### src/rtl/sram_arb_pkg.sv
// Shared geometry, FSM state and grant encodings for the SRAM read/write arbiter.
// Geometry: 128 entries of 24 bits, with 4 write-mask lanes of 6 bits each.
package sram_arb_pkg;

   localparam int unsigned DEPTH  = 128;
   localparam int unsigned ADDR_W = $clog2(DEPTH);
   localparam int unsigned DATA_W = 24;
   localparam int unsigned MASK_W = 4;
   localparam int unsigned GRAN   = DATA_W / MASK_W;

   typedef enum logic {
      INIT = 1'b0,
      RUN  = 1'b1
   } state_e;

   typedef enum logic {
      GNT_W = 1'b0,
      GNT_R = 1'b1
   } grant_e;

   function automatic grant_e other_side(input grant_e g);
      return (g == GNT_W) ? GNT_R : GNT_W;
   endfunction

endpackage

### src/rtl/sram_resp_fifo.sv
// Two-entry flop FIFO that holds read responses captured from the macro.
// Reset clears the pointers and the count only; the data entries keep their contents.
module sram_resp_fifo
   import sram_arb_pkg::*;
(
   input  logic              clock,
   input  logic              reset,
   input  logic              push,
   input  logic [DATA_W-1:0] push_data,
   input  logic              pop,
   output logic [1:0]        cnt,
   output logic [DATA_W-1:0] head
);

   logic [DATA_W-1:0] mem_q [2];
   logic              wr_ptr_q;
   logic              rd_ptr_q;
   logic [1:0]        cnt_q;

   always_ff @(posedge clock) begin
      if (reset) begin
         wr_ptr_q <= 1'b0;
         rd_ptr_q <= 1'b0;
         cnt_q    <= 2'd0;
      end else begin
         if (push) wr_ptr_q <= ~wr_ptr_q;
         if (pop)  rd_ptr_q <= ~rd_ptr_q;
         case ({push, pop})
            2'b10:   cnt_q <= cnt_q + 2'd1;
            2'b01:   cnt_q <= cnt_q - 2'd1;
            default: cnt_q <= cnt_q;
         endcase
      end
   end

   always_ff @(posedge clock) begin
      if (push) mem_q[wr_ptr_q] <= push_data;
   end

   assign cnt  = cnt_q;
   assign head = mem_q[rd_ptr_q];

endmodule

### src/rtl/sram_rw_arbiter.sv
// Round-robin sequencer for one write and one read requester sharing a single-port masked SRAM.
// Define SRAM_ARB_INIT_SWEEP_EN to zero-fill the macro after every reset.
module sram_rw_arbiter
   import sram_arb_pkg::*;
(
   input  logic              clock,
   input  logic              reset,
   input  logic              w_valid,
   output logic              w_ready,
   input  logic [ADDR_W-1:0] w_addr,
   input  logic [MASK_W-1:0] w_mask,
   input  logic [DATA_W-1:0] w_data,
   input  logic              r_valid,
   output logic              r_ready,
   input  logic [ADDR_W-1:0] r_addr,
   output logic              resp_valid,
   input  logic              resp_ready,
   output logic [DATA_W-1:0] resp_data,
   output logic              init_done,
   output logic              sram_en,
   output logic              sram_wmode,
   output logic [ADDR_W-1:0] sram_addr,
   output logic [MASK_W-1:0] sram_wmask,
   output logic [DATA_W-1:0] sram_wdata,
   input  logic [DATA_W-1:0] sram_rdata
);

   state_e     state_q, state_d;
   grant_e     rr_ptr_q;  // side that wins the next contended cycle
   logic       ren_q;
   logic [1:0] q_cnt;
   logic [2:0] occ;
   logic       run;
   logic       pop;
   logic       rd_ok;
   logic       r_req;
   logic       grant_w;
   logic       grant_r;
   logic       sweep_last;

`ifdef SRAM_ARB_INIT_SWEEP_EN
   logic [ADDR_W-1:0] sweep_q;

   always_ff @(posedge clock) begin
      if (reset) begin
         sweep_q <= '0;
      end else if (state_q == INIT && !sweep_last) begin
         sweep_q <= sweep_q + ADDR_W'(1);
      end
   end

   assign sweep_last = (sweep_q == ADDR_W'(DEPTH - 1));
`else
   assign sweep_last = 1'b1;
`endif

   // FSM state register
   always_ff @(posedge clock) begin
      if (reset) begin
         state_q <= INIT;
      end else begin
         state_q <= state_d;
      end
   end

   // FSM next state
   always_comb begin
      state_d = state_q;
      unique case (state_q)
         INIT:    if (sweep_last) state_d = RUN;
         RUN:     state_d = RUN;
      endcase
   end

   assign run        = (state_q == RUN);
   assign init_done  = run;
   assign resp_valid = (q_cnt != 2'd0);
   assign pop        = resp_valid && resp_ready;

   // Slots already claimed by queued or in-flight reads, net of this cycle's pop.
   assign occ   = {1'b0, q_cnt} + {2'b00, ren_q} - {2'b00, pop};
   assign rd_ok = (occ < 3'd2);
   assign r_req = r_valid && rd_ok;

   assign w_ready = run && (!r_req || rr_ptr_q == GNT_W);
   assign r_ready = run && rd_ok && (!w_valid || rr_ptr_q == GNT_R);
   assign grant_w = w_valid && w_ready;
   assign grant_r = r_valid && r_ready;

   always_ff @(posedge clock) begin
      if (reset) begin
         rr_ptr_q <= GNT_W;
         ren_q    <= 1'b0;
      end else begin
         if (grant_w) begin
            rr_ptr_q <= other_side(GNT_W);
         end else if (grant_r) begin
            rr_ptr_q <= other_side(GNT_R);
         end
         ren_q <= grant_r;
      end
   end

   // FSM outputs: macro port mux
   always_comb begin
      sram_en    = 1'b0;
      sram_wmode = 1'b0;
      sram_addr  = '0;
      sram_wmask = '0;
      sram_wdata = '0;
      unique case (state_q)
         INIT: begin
`ifdef SRAM_ARB_INIT_SWEEP_EN
            sram_en    = 1'b1;
            sram_wmode = 1'b1;
            sram_addr  = sweep_q;
            sram_wmask = '1;
`endif
         end
         RUN: begin
            if (grant_w) begin
               sram_en    = 1'b1;
               sram_wmode = 1'b1;
               sram_addr  = w_addr;
               sram_wmask = w_mask;
               sram_wdata = w_data;
            end else if (grant_r) begin
               sram_en   = 1'b1;
               sram_addr = r_addr;
            end
         end
      endcase
   end

   sram_resp_fifo u_resp_fifo (
      .clock     (clock),
      .reset     (reset),
      .push      (ren_q),
      .push_data (sram_rdata),
      .pop       (pop),
      .cnt       (q_cnt),
      .head      (resp_data)
   );

endmodule

### config.mk
export PLATFORM = sky130hd
export DESIGN_NAME = sram_rw_arbiter
export DESIGN_NICKNAME = d
export VERILOG_FILES = /design/src/rtl/sram_arb_pkg.sv /design/src/rtl/sram_resp_fifo.sv /design/src/rtl/sram_rw_arbiter.sv
export SDC_FILE = /design/constraint.sdc
export NUM_CORES = 1
export LEC_CHECK = 0
export CAP_MARGIN = 5
export CORE_ASPECT_RATIO = 0.6
export CORE_MARGIN = 1.5
export CORE_UTILIZATION = 40
export CTS_CLUSTER_SIZE = 16
export DETAILED_ROUTE_END_ITERATION = 12
export GPL_ROUTABILITY_DRIVEN = 0
export PLACE_DENSITY = 0.83
export SLEW_MARGIN = 10
export SYNTH_ARGS = -nofsm -noshare
export SYNTH_HDL_FRONTEND = slang
export SYNTH_SLANG_ARGS = --single-unit
### constraint.sdc
create_clock -name clock -period 6.4 [get_ports clock]
set_clock_uncertainty 0.1 [all_clocks]
set_input_delay 0.96 -clock clock [delete_from_list [all_inputs] [get_ports clock]]
set_output_delay 0.96 -clock clock [all_outputs]
set_load 0.01 [all_outputs]
-- Word level (Yosys, flattened, before mapping)
Memory sizes are Yosys's and may differ from the RTL's. A register that Yosys moved wholly into a read port is not among the register bits.
Cells that the tools add are included.
- $add $sub $neg: 4
- magnitude comparators: 1
- equal/unequal tests: 2
- muxes and demuxes: 20
- bitwise logic cells: 3
- reduce and logical (&&, ||, !) cells: 14
- operators by type and width (operator ; number):
    24-bit two-way mux ; 2
    7-bit two-way mux ; 3
    1-bit two-way mux ; 12
    4-bit two-way mux ; 2
    1-bit logical AND ; 7
    2-bit nonzero test ; 3
    2-bit one-hot mux with 2 select lines ; 1
    2-bit by 1-bit adder with 3-bit output ; 1
    3-bit by 2-bit less-than comparator with 1-bit output (second input constant) ; 1
    1-bit inverter ; 3
    3-bit by 1-bit subtractor with 3-bit output ; 1
    2-bit by 1-bit adder with 2-bit output (second input constant) ; 1
    2-bit by 1-bit == test with 1-bit output (second input constant) ; 1
    2-bit == test (second input constant) ; 1
    1-bit logical NOT ; 2
    1-bit logical OR ; 2
    2-bit by 1-bit subtractor with 2-bit output (second input constant) ; 1
- register bits: 7
- bits in writable memories: 48
- bits of input ports: 71
- output and inout port bits: 65
- logic and storage cells: 51
- memories: 1
- memory list (name ; depth ; bits a word ; read ports ; clocked after Yosys merged registers in ; wr ports ; line ; text):
    u_resp_fifo.mem_q ; 2 ; 24 ; 1 ; 1 ; 1 ; sram_resp_fifo.sv:15 ; logic [DATA_W-1:0] mem_q [2];

-- Depth between registers and ports, before layout
Gate-level depths: netlist of run 1.
- depth after elaboration: 11
- mapped depth: 8
- mapped depth without buffers: 6

-- Modules after synthesis
Synthesis of run 1 repeated with hierarchy kept, for this count alone.
- cell total of the unflattened synthesis: 174
- area, all modules: 2463.6 µm²
- modules (own cells, without submodules) (module ; times used ; cells an instance ; area each (µm²) ; seq. area each (µm²)):
    sram_resp_fifo ; 1 ; 95 ; 1921.8 ; 1541.5
    sram_rw_arbiter ; 1 ; 79 ; 541.8 ; 60.1

-- Worst setup path before layout of run 1
OpenSTA, ideal clock, no wires.
- path kind: in2out
- start: in resp_ready
- end: out sram_wdata[10]
- arrival time: 2.509 ns
- data required time: 5.340 ns
- setup slack: 2.831 ns
- stages on the path: 8
- buffers on the path: 2
- cell sequence: and3b_1 o21ai_0 fa_1 xnor2_2 a41oi_2 buf_4 buf_6 and2_1
- word-level cells in the longest chain between the ends: 10
- RTL lines (item ; line ; text):
    from (decl) ; sram_rw_arbiter.sv:17 ; input logic resp_ready,
    1-bit logical AND ; sram_rw_arbiter.sv:78 ; assign pop = resp_valid && resp_ready;
    3-bit by 1-bit subtractor with 3-bit output ; sram_rw_arbiter.sv:81 ; assign occ = {1'b0, q_cnt} + {2'b00, ren_q} - {2'b00, pop};
    3-bit by 2-bit less-than comparator with 1-bit output ; sram_rw_arbiter.sv:82 ; assign rd_ok = (occ < 3'd2);
    1-bit logical AND ; sram_rw_arbiter.sv:83 ; assign r_req = r_valid && rd_ok;
    1-bit logical NOT ; sram_rw_arbiter.sv:85 ; assign w_ready = run && (!r_req || rr_ptr_q == GNT_W);
    1-bit logical OR ; sram_rw_arbiter.sv:85 ;
    1-bit logical AND ; sram_rw_arbiter.sv:85 ;
    1-bit logical AND ; sram_rw_arbiter.sv:87 ; assign grant_w = w_valid && w_ready;
    24-bit two-way mux ; sram_rw_arbiter.sv:121 ; if (grant_w) begin
    24-bit two-way mux ; sram_rw_arbiter.sv:111 ; unique case (state_q)
    to (decl) ; sram_rw_arbiter.sv:24 ; output logic [DATA_W-1:0] sram_wdata,
Every way passes these cells.

-- Worst setup path after layout of run 1
- start: in resp_ready
- end: out sram_wdata[6]
Same word-level chain as after synthesis.

==> impl_metrics.env, run 1 <==
export IMPL_outcome="complete, no violations"
export IMPL_die_area_um2=6605
export IMPL_slew_headroom_pct=22.47
export IMPL_synth_fp_nets=245
export IMPL_htree_levels=2
export IMPL_met2_usage_pct=29.72
export IMPL_synth_seq_cells=56
export IMPL_synthSimpleGateAreaFrac_pct=14.89
export IMPL_cts_buffers=5
export IMPL_yosys_area_share_adder_pct=0.8188
export IMPL_fp_dieH_um=63.56
export IMPL_use_met3_pct=5.280
export IMPL_worstMarginPinSlew_ps=1163
export IMPL_io_buffer_count=135
export IMPL_synth_top_cell_by_area="edfxtp_1"
export IMPL_dp_slack_ps=1284
export IMPL_grt_pass1_wl_um=8907
export IMPL_synth_mux_area_share_pct=11.46
export IMPL_rows=21
export IMPL_top_usage_layer="met2"
export IMPL_cts_tree="done"
export IMPL_synth_compound_area_share_pct=3.838
export IMPL_grt_util_met1_pct=22.17
export IMPL_vias_per_cell=4.740
export IMPL_die_w_um=103.9
export IMPL_critPathMaxFanout=29
export IMPL_rsz0062_at_grt="no"
export IMPL_async_reset_ff_share_pct=0
export IMPL_grt_overflow_total=0
export IMPL_startpoint_type="input port"
export IMPL_design_core_area_um2=5728
export IMPL_worst_r2r_endpoint="ren_q"
export IMPL_grt_usage_pct=17.45
export IMPL_p_clk_share_pct=26.5
export IMPL_post_dp_hpwl_um=4230
export IMPL_drive_gt1_share_pct=12.34
export IMPL_finalSetupViolCount=0
export IMPL_wirelength_um=5685
export IMPL_seq_power_share_pct=57.1
export IMPL_clock_sinks=56
export IMPL_synth_cell_type_count=33
export IMPL_r2r_start="u_resp_fifo.cnt[1]"
export IMPL_synth_warnings=0
export IMPL_synth_edf_count=48
export IMPL_drtAntennaViolNets=0
export IMPL_critPathKind="input port to output pin"
export IMPL_clock_path_buffers=2
export IMPL_fin_crit_ps=5090
export IMPL_drc=0
export IMPL_rrSetupSlack_ps=3940
export IMPL_firstDrtPassIters=4
export IMPL_synth_area_leaders="edfxtp_1, mux2_2, and2_1, dfxtp_1, nand2_1"
export IMPL_p_leak_nw=1.357
export IMPL_post_route_cell_area_um2=3949
export IMPL_cp_arrival_ps=4030
export IMPL_netSwitchingFraction_pct=21.61
export IMPL_final_hold_violation_count=0
export IMPL_ys_seq_area_share_pct=65.51
export IMPL_cp_data_required_time_ps=5340
export IMPL_max_freq_mhz=196.5
export IMPL_grt_pass1_vias=1818
export IMPL_maxSlewViolCount=0
export IMPL_synthXorXnorAreaFrac_pct=1.382
export IMPL_final_nets=379
export IMPL_clockRootBuffer="clkbuf_8"
export IMPL_insertion_delay_ps=300
export IMPL_ctsHoldBuffers=0
export IMPL_yosysMostFrequentCell="edfxtp_1"
export IMPL_cts_resized=0
export IMPL_p_switching_w=0.0001539
export IMPL_intPower_w=0.0005582
export IMPL_ir_worst_vdd_v=0.00009896
export IMPL_cap_violations=0
export IMPL_drt_first_iter_violations=65
export IMPL_power_density_nw_per_um2=180.3
export IMPL_clk_pin_slew_worst_paths_ps=100
export IMPL_syn_area_um2=2445
export IMPL_r2r_cells=6
export IMPL_combinationalPowerShare_pct=16.4
export IMPL_grt_start_max_net_pins=30
export IMPL_post_route_util_pct=68.94
export IMPL_antenna_cells=0
export IMPL_cts_setup_buffers=0
export IMPL_wl_per_cell_um=14.65
export IMPL_tns_ps=0
export IMPL_ios=136
export IMPL_nFillCells=427
export IMPL_synthCells=173
export IMPL_syn_to_final_growth_pct=61.51
export IMPL_endpoint="sram_wdata[6]"
export IMPL_grt_antenna_before_repair=0
export IMPL_synthTopCellsByCount="edfxtp_1, and2_1, mux2_2, nand2_1, dfxtp_1"
export IMPL_period_share_pct=79.53
export IMPL_placed_area_um2=3859
export IMPL_syn_avg_cell_area_um2=14.13
export IMPL_dr_total_vias=1839
export IMPL_hold_path_class="flip-flop to flip-flop"
export IMPL_synth_top_family_by_area="simple AND/OR/NAND/NOR gates"
export IMPL_hp_start="u_resp_fifo.rd_ptr_q"
export IMPL_synth_top_area_share_pct=58.96
export IMPL_worstSetupEndpointType="output pin"
export IMPL_start_util_pct=42.68
export IMPL_fin_ws_ps=1310
export IMPL_crit_start="resp_ready"
export IMPL_synth_main_ff_cell="edfxtp_1"
## how the worst min path moves through the flow
| stage | to | cells past startpoint |
|---|---|---|
| after floorplan | flip-flop | 2 |
| after CTS | flip-flop | 2 |
| after global placement | flip-flop | 2 |
| final | flip-flop | 2 |
| after detailed placement | flip-flop | 2 |
| after global routing | flip-flop | 2 |
## worst max-delay path: stages
cell and delay [ps]:
clkdlybuf4s50_1 510, and3b_1 230, o21ai_0 150, fa_1 440
xnor2_2 190, a41oi_2 760, and2_1 230, clkdlybuf4s50_1 540
## sequential cells by signal (all words and copies together) (netlist names), named ones only
name and flops:
init_done 1, ren_q 1, u_resp_fifo.cnt 2, rr_ptr_q 1
u_resp_fifo.mem_q 48, u_resp_fifo.wr_ptr_q 1, u_resp_fifo.rd_ptr_q 1
## cell type report
| class | count | area, um2 | area share [%] |
|---|---|---|---|
| multi-input cells | 107 | 794.5 | 20.12 |
| well taps | 80 | 100.1 | 2.535 |
| inverters | 1 | 3.754 | 0.09506 |
| clock buffers | 5 | 68.82 | 1.743 |
| clock inverters | 3 | 21.27 | 0.5387 |
| flip-flops and latches | 56 | 1602 | 40.56 |
| repair buffers | 136 | 1359 | 34.41 |
## cell families (layout without fill, tap and decap cells)
kind of cell / Yosys count / after routing
compound gates: 13 / 13
xor+xnor: 3 / 3
fa+ha+maj: 1 / 1
buf+inv: 10 / 145
flops: 56 / 56
mux: 25 / 25
simple gates: 65 / 65
## cell usage in the layout, fill, tap and decap left out, drive strengths merged
master	n
dfxtp	8
fa	1
xnor2	2
nand2b	2
nand4	1
buf	1
o21ai	2
nor3	1
clkinv	1
a211oi	1
inv	2
clkdlybuf4s50	135
o22ai	7
clkbuf	5
a41oi	1
or3	1
a31oi	1
and2	30
and3b	1
and4	2
nor3b	1
and3	1
xor2	1
edfxtp	48
mux2i	1
nor2b	4
or2	1
nor2	4
nand2	16
clkinvlp	1
mux2	24
a21oi	1
## routing by layer
metal	up-vias	share of wire, %	routed length (um)
met3	2	6.5	369
met1	880	45	2541
met5	-	0	0
met4	0	0.40	23
met2	70	48	2751
li1	887	-	-
## power groups by stage
stage                     combinational [W]  clock, W  sequential [W]
after floorplan                   0.0000376         0        0.000412
after global placement             0.000115         0        0.000415
after detailed placement           0.000117         0        0.000415
after CTS                          0.000117  0.000196        0.000407
after global routing               0.000124  0.000211        0.000408
final                              0.000116  0.000189        0.000407
## stage by stage
stage / instances / total power, W / hold WS (ps)
after floorplan: 173 / 0.0004501 / 372.5
after global placement: 380 / 0.0005295 / 387.3
after detailed placement: 380 / 0.0005318 / 395.2
after CTS: 388 / 0.0007205 / 416.0
after global routing: 388 / 0.0007431 / 443.4
final: 388 / 0.0007121 / 414.4
(Power assumes the default switching activity.)
==> inputs of run 2 (changes only) <==
Settings changed: CORE_UTILIZATION 40 to 35, PLACE_DENSITY 0.83 to 0.77.
Clock period 6.4 ns to 4.5 ns, I/O delays scaled along.
==> run 2 against run 1 <==
Routed wire length up 0.21%. Sequential cell count stayed put. Final cell count is 2.3% higher. Clock power up 93%. Critical path type unchanged. Register-to-register slack lost 1900 ps. Critical path depth did not move. First-iteration DRC count decreased by 29%. Via count down 0.49%. Hold slack worse by 14 ps. Design area grew 1.9%. Count of clock-buffer cells in the layout increased by 2. Die area is 14% higher.
==> impl_metrics.env, run 2 (synthesis gave the netlist of run 1 again) <==
export IMPL_cts_buffers=5
export IMPL_clk_pin_slew_worst_paths_ps=60
export IMPL_dp_slack_ps=277.4
export IMPL_layout_common_cells="clkdlybuf4s50_1, edfxtp_1, and2_1"
export IMPL_clockRootBuffer="clkbuf_16"
export IMPL_grt_pass1_wl_um=8866
export IMPL_drtAntennaViolNets=0
export IMPL_rrSetupSlack_ps=2060
export IMPL_critPathMaxFanout=8
export IMPL_cts_setup_buffers=0
export IMPL_hp_start="u_resp_fifo.rd_ptr_q"
export IMPL_clock_sinks=56
export IMPL_hold_path_class="flip-flop to flip-flop"
export IMPL_finalSetupViolCount=0
export IMPL_regMostFlops="u_resp_fifo.mem_q"
export IMPL_vias_per_cell=4.610
export IMPL_regArea_um2=1602
export IMPL_critPathKind="input port to output pin"
export IMPL_nFillCells=554
export IMPL_ir_worst_vdd_v=0.0001550
export IMPL_wirelength_um=5697
export IMPL_period_share_pct=94.37
export IMPL_post_route_util_pct=60.01
export IMPL_dr_total_vias=1830
export IMPL_worst_r2r_endpoint="ren_q"
export IMPL_r2r_cells=6
export IMPL_grt_pass1_vias=1813
export IMPL_startpoint_type="input port"
export IMPL_slowest_delay_ps=570
export IMPL_ios=136
export IMPL_cts_tree="done"
export IMPL_p_leak_nw=1.392
export IMPL_cp_arrival_ps=3470
export IMPL_final_nets=381
export IMPL_slew_headroom_pct=25.39
export IMPL_grt_overflow_total=0
export IMPL_power_density_nw_per_um2=275.9
export IMPL_mostFrequentLayoutCell="clkdlybuf4s50_1"
export IMPL_htree_levels=2
export IMPL_rows=23
export IMPL_grt_start_max_net_pins=30
export IMPL_antenna_cells=0
export IMPL_grt_usage_pct=15.24
export IMPL_fp_dieH_um=67.74
export IMPL_worstSetupEndpointType="output pin"
export IMPL_io_buffer_count=135
export IMPL_grt_antenna_before_repair=0
export IMPL_final_hold_violation_count=0
export IMPL_worstMarginPinSlew_ps=1118
export IMPL_design_core_area_um2=6705
export IMPL_critPathMostFrequentCell="clkdlybuf4s50_1"
export IMPL_die_area_um2=7512
export IMPL_multi_input_area_um2=794.5
export IMPL_die_w_um=110.9
export IMPL_outcome="complete, no violations"
export IMPL_drc=0
export IMPL_maxSlewViolCount=0
export IMPL_crit_path_top_delay_cell="clkdlybuf4s50_1"
export IMPL_clock_path_buffers=2
export IMPL_fin_crit_ps=4247
export IMPL_cap_violations=0
export IMPL_tns_ps=0
export IMPL_cp_data_required_time_ps=3720
export IMPL_max_freq_mhz=235.5
export IMPL_rsz0062_at_grt="no"
export IMPL_cts_resized=0
export IMPL_largest_register_ff_count=48
export IMPL_post_dp_hpwl_um=4319
export IMPL_drive_gt1_share_pct=12.26
export IMPL_drt_first_iter_violations=46
export IMPL_syn_to_final_growth_pct=64.59
export IMPL_firstDrtPassIters=4
export IMPL_worstPathCellList="clkdlybuf4s50_1, and3b_1, o21ai_0, fa_1, xnor2_2, nand4_1, o22ai_1, clkdlybuf4s50_1"
export IMPL_r2r_start="u_resp_fifo.cnt[1]"
export IMPL_wl_per_cell_um=14.35
export IMPL_insertion_delay_ps=280
export IMPL_power_w=0.001110
export IMPL_holdPathStages=2
export IMPL_fin_ws_ps=253.4
export IMPL_ctsHoldBuffers=0
export IMPL_start_util_pct=36.46
==> run 2: changes by cell type in the layout (fill, tap and decap cells not counted), sizes merged <==
| cell | delta |
|---|---|
| buf | +2 |
| clkbuf | +2 |
| clkinvlp | -1 |
| inv | -1 |
==> run 2: critical path: cells and delay by family <==
kind                     cells  cell delay (ps)
buffers and inverters        2             1080
AND/OR/NAND/NOR              2              580
adder cells (fa/ha/maj)      1              450
AO/OA/AOI/OAI                2              430
XOR/XNOR                     1              260
==> run 2: worst max path at each step <==
stage	start	endpoint	slack, ps	cells after the start
2_1_floorplan	resp_ready	sram_wdata[10]	1500	8
3_3_place_gp	resp_ready	sram_addr[1]	380	8
3_5_place_dp	resp_ready	sram_addr[0]	280	8
4_1_cts	resp_ready	sram_addr[0]	280	8
5_1_grt	resp_ready	sram_addr[6]	70	8
6_report	resp_ready	sram_addr[6]	250	8
==> run 2: layout make-up <==
class                           count  area share [%]
Tap cell                           87           2.705
Sequential cell                    56           39.80
Clock buffer                        7           3.296
Multi-Input combinational cell    107           19.75
Timing Repair Buffer              138           34.14
Clock inverter                      1          0.2177
Inverter                            1         0.09328
==> run 2: routing by layer <==
layer / wire, um / GRT usage [%] / vias to the layer above
li1: - / - / 894
met4: 10 / 2.885 / 0
met1: 2329 / 18.37 / 861
met3: 380 / 4.488 / 2
met5: 0 / 0 / -
met2: 2976 / 27.93 / 73
==> run 2: metrics by stage <==
stage | hold WS, ps | area (um2) | instances
floorplan | 372.5 | 2445 | 173
global placement | 383.7 | 3882 | 389
detailed placement | 391.8 | 3882 | 389
CTS | 406.7 | 4024 | 397
global route | 432.1 | 4024 | 397
finish | 400.1 | 4024 | 397
==> run 2: report_power, final <==
part           total, W  switching [W]  internal [W]
logic          0.000166      0.0000538      0.000112
clock network  0.000365       0.000157      0.000208
registers      0.000579     0.00000700      0.000572
==> inputs of run 3 (changes only) <==
Settings changed: CORE_UTILIZATION 35 to 40, DONT_BUFFER_PORTS from default to 1, PLACE_DENSITY 0.77 to 0.54, SYNTH_HIERARCHICAL from default to 1.
Clock period 4.5 ns to 4.71 ns, I/O delays scaled along.
==> run 3 against run 2 <==
Power down 13%. Synthesized cell count up 0.58%. Hold slack worse by 45 ps. Combinational power down 16%. Synthesized area up 0.77%. First-iteration DRC count down 24%. Via count down 28%. Routed wire length down 21%. Critical endpoint is now sram_wdata[1]. Largest cell class unchanged.
==> impl_metrics.env, run 3 <==
export IMPL_outcome="complete, no violations"
export IMPL_clockRootBuffer="clkbuf_8"
export IMPL_period_share_pct=88.41
export IMPL_grt_start_max_net_pins=30
export IMPL_finalSetupViolCount=0
export IMPL_power_density_nw_per_um2=371.1
export IMPL_placed_area_um2=2520
export IMPL_ir_worst_vdd_v=0.0001678
export IMPL_synth_seq_cells=56
export IMPL_cap_violations=0
export IMPL_design_core_area_um2=5754
export IMPL_mostFrequentLayoutCell="edfxtp_1"
export IMPL_crit_path_top_delay_cell="a41oi_2"
export IMPL_ctsHoldBuffers=0
export IMPL_synth_top_area_share_pct=58.51
export IMPL_drtAntennaViolNets=0
export IMPL_cts_setup_buffers=0
export IMPL_post_route_util_pct=45.38
export IMPL_critPathMostFrequentCell="and2_1"
export IMPL_instances_no_fill=254
export IMPL_rows=21
export IMPL_synth_edf_count=48
export IMPL_synthCells=174
export IMPL_firstDrtPassIters=4
export IMPL_yosysMostFrequentCell="edfxtp_1"
export IMPL_synth_main_ff_cell="edfxtp_1"
export IMPL_fp_dieH_um=63.79
export IMPL_max_freq_mhz=240.2
export IMPL_drt_first_iter_violations=35
export IMPL_syn_area_um2=2464
export IMPL_power_w=0.0009690
export IMPL_regMostFlops="u_resp_fifo/mem_q"
export IMPL_async_reset_ff_share_pct=0
export IMPL_rsz0062_at_grt="no"
export IMPL_cts_resized=0
export IMPL_die_area_um2=6654
export IMPL_cp_arrival_ps=3360
export IMPL_worstPathCellList="or2_2, and2_1, ha_1, nand2b_1, fa_1, xnor2_2, a41oi_2, and2_1"
export IMPL_antenna_cells=0
export IMPL_insertion_delay_ps=300
export IMPL_grt_antenna_before_repair=0
export IMPL_regArea_um2=1602
export IMPL_hold_path_class="input port to flip-flop"
export IMPL_vias_per_cell=5.205
export IMPL_post_route_cell_area_um2=2611
export IMPL_dr_total_vias=1322
export IMPL_htree_levels=2
export IMPL_ys_seq_area_share_pct=65.01
export IMPL_multi_input_area_um2=799.5
export IMPL_largest_register_ff_count=48
export IMPL_cts_tree="done"
export IMPL_grt_usage_pct=13.28
export IMPL_slew_headroom_pct=21.79
export IMPL_dpl_cell_count=246
export IMPL_syn_avg_cell_area_um2=14.16
export IMPL_worstSetupEndpointType="output pin"
export IMPL_cp_data_required_time_ps=3900
export IMPL_worstMarginPinSlew_ps=1173
export IMPL_synth_cell_type_count=30
export IMPL_layout_common_cells="edfxtp_1, and2_1, mux2_2"
export IMPL_tns_ps=0
export IMPL_critPathKind="flip-flop to output pin"
export IMPL_nFillCells=499
export IMPL_post_dp_hpwl_um=3329
export IMPL_slowest_delay_ps=770
export IMPL_drive_gt1_share_pct=21.84
export IMPL_grt_pass1_wl_um=6741
export IMPL_critPathTopFamily="simple AND/OR/NAND/NOR gates"
export IMPL_startpoint_type="flip-flop"
export IMPL_worst_path_buf_inv=0
export IMPL_start_util_pct=42.81
export IMPL_drc=0
export IMPL_synth_area_leaders="edfxtp_1, mux2_2, and2_1, dfxtp_1, nand2_1"
export IMPL_wl_per_cell_um=17.62
export IMPL_syn_to_final_growth_pct=5.993
export IMPL_final_nets=247
export IMPL_synth_top_cell_by_area="edfxtp_1"
export IMPL_ios=136
export IMPL_maxSlewViolCount=0
export IMPL_synth_warnings=6
export IMPL_io_buffer_count=0
export IMPL_synth_fp_nets=248
export IMPL_clk_pin_slew_worst_paths_ps=100
export IMPL_grt_overflow_total=0
export IMPL_cts_buffers=5
export IMPL_grt_pass1_vias=1291
export IMPL_fin_crit_ps=4164
export IMPL_clock_sinks=56
export IMPL_wirelength_um=4476
export IMPL_p_leak_nw=0.8460
export IMPL_synthTopCellsByCount="edfxtp_1, and2_1, mux2_2, nand2_1, dfxtp_1"
export IMPL_die_w_um=104.3
export IMPL_final_hold_violation_count=0
export IMPL_clock_path_buffers=2
export IMPL_critPathMaxFanout=29
-- run 3: final timing paths --
| path | slack [ps] | to | from | cells past startpoint |
|---|---|---|---|---|
| worst max register to register | 1830 | ren_q | u_resp_fifo/cnt[1] | 8 |
| worst min-delay path | 360 | rr_ptr_q | reset | 1 |
| worst min register to register | 440 | u_resp_fifo/rd_ptr_q | u_resp_fifo/rd_ptr_q | 2 |
| worst max-delay path | 550 | sram_wdata[1] | u_resp_fifo/cnt[1] | 8 |
-- run 3: final cells by class --
cell class	count	share of cell area, %
clock buffers	5	2.635
clock inverters	3	0.8625
inverters	3	0.4312
multi-input cells	106	30.62
flip-flops and latches	56	61.33
well taps	80	3.833
repair buffers	1	0.2875
-- run 3: kinds of logic after synthesis --
group / after synthesis / synth area share (%)
AND/OR/NAND/NOR: 62 / 13.87
AO/OA/AOI/OAI: 12 / 3.606
buffers and inverters: 12 / 2.640
XOR/XNOR: 5 / 2.083
multiplexers: 24 / 10.97
flip-flops: 56 / 65.01
adder cells (fa/ha/maj): 3 / 1.828
-- run 3: power breakdown --
part	switching, W	total [W]	internal, W
clock network	0.000147	0.000253	0.000107
logic	0.0000788	0.000139	0.0000597
registers	0.0000211	0.000577	0.000556
-- run 3: routing by layer --
layer	part of all wire, %	GRT usage, %
met1	39	15.62
met4	0.27	2.083
met5	0	0
met2	50	23.11
met3	10	5.816
-- run 3: metrics by stage --
| stage | hold slack, ps | setup slack (ps) |
|---|---|---|
| 2_1_floorplan | 381.3 | 1395 |
| 3_3_place_gp | 401.8 | 957.1 |
| 3_5_place_dp | 410.3 | 890.6 |
| 4_1_cts | 346.2 | 528.4 |
| 5_1_grt | 333.0 | 322.5 |
| 6_report | 355.5 | 545.9 |
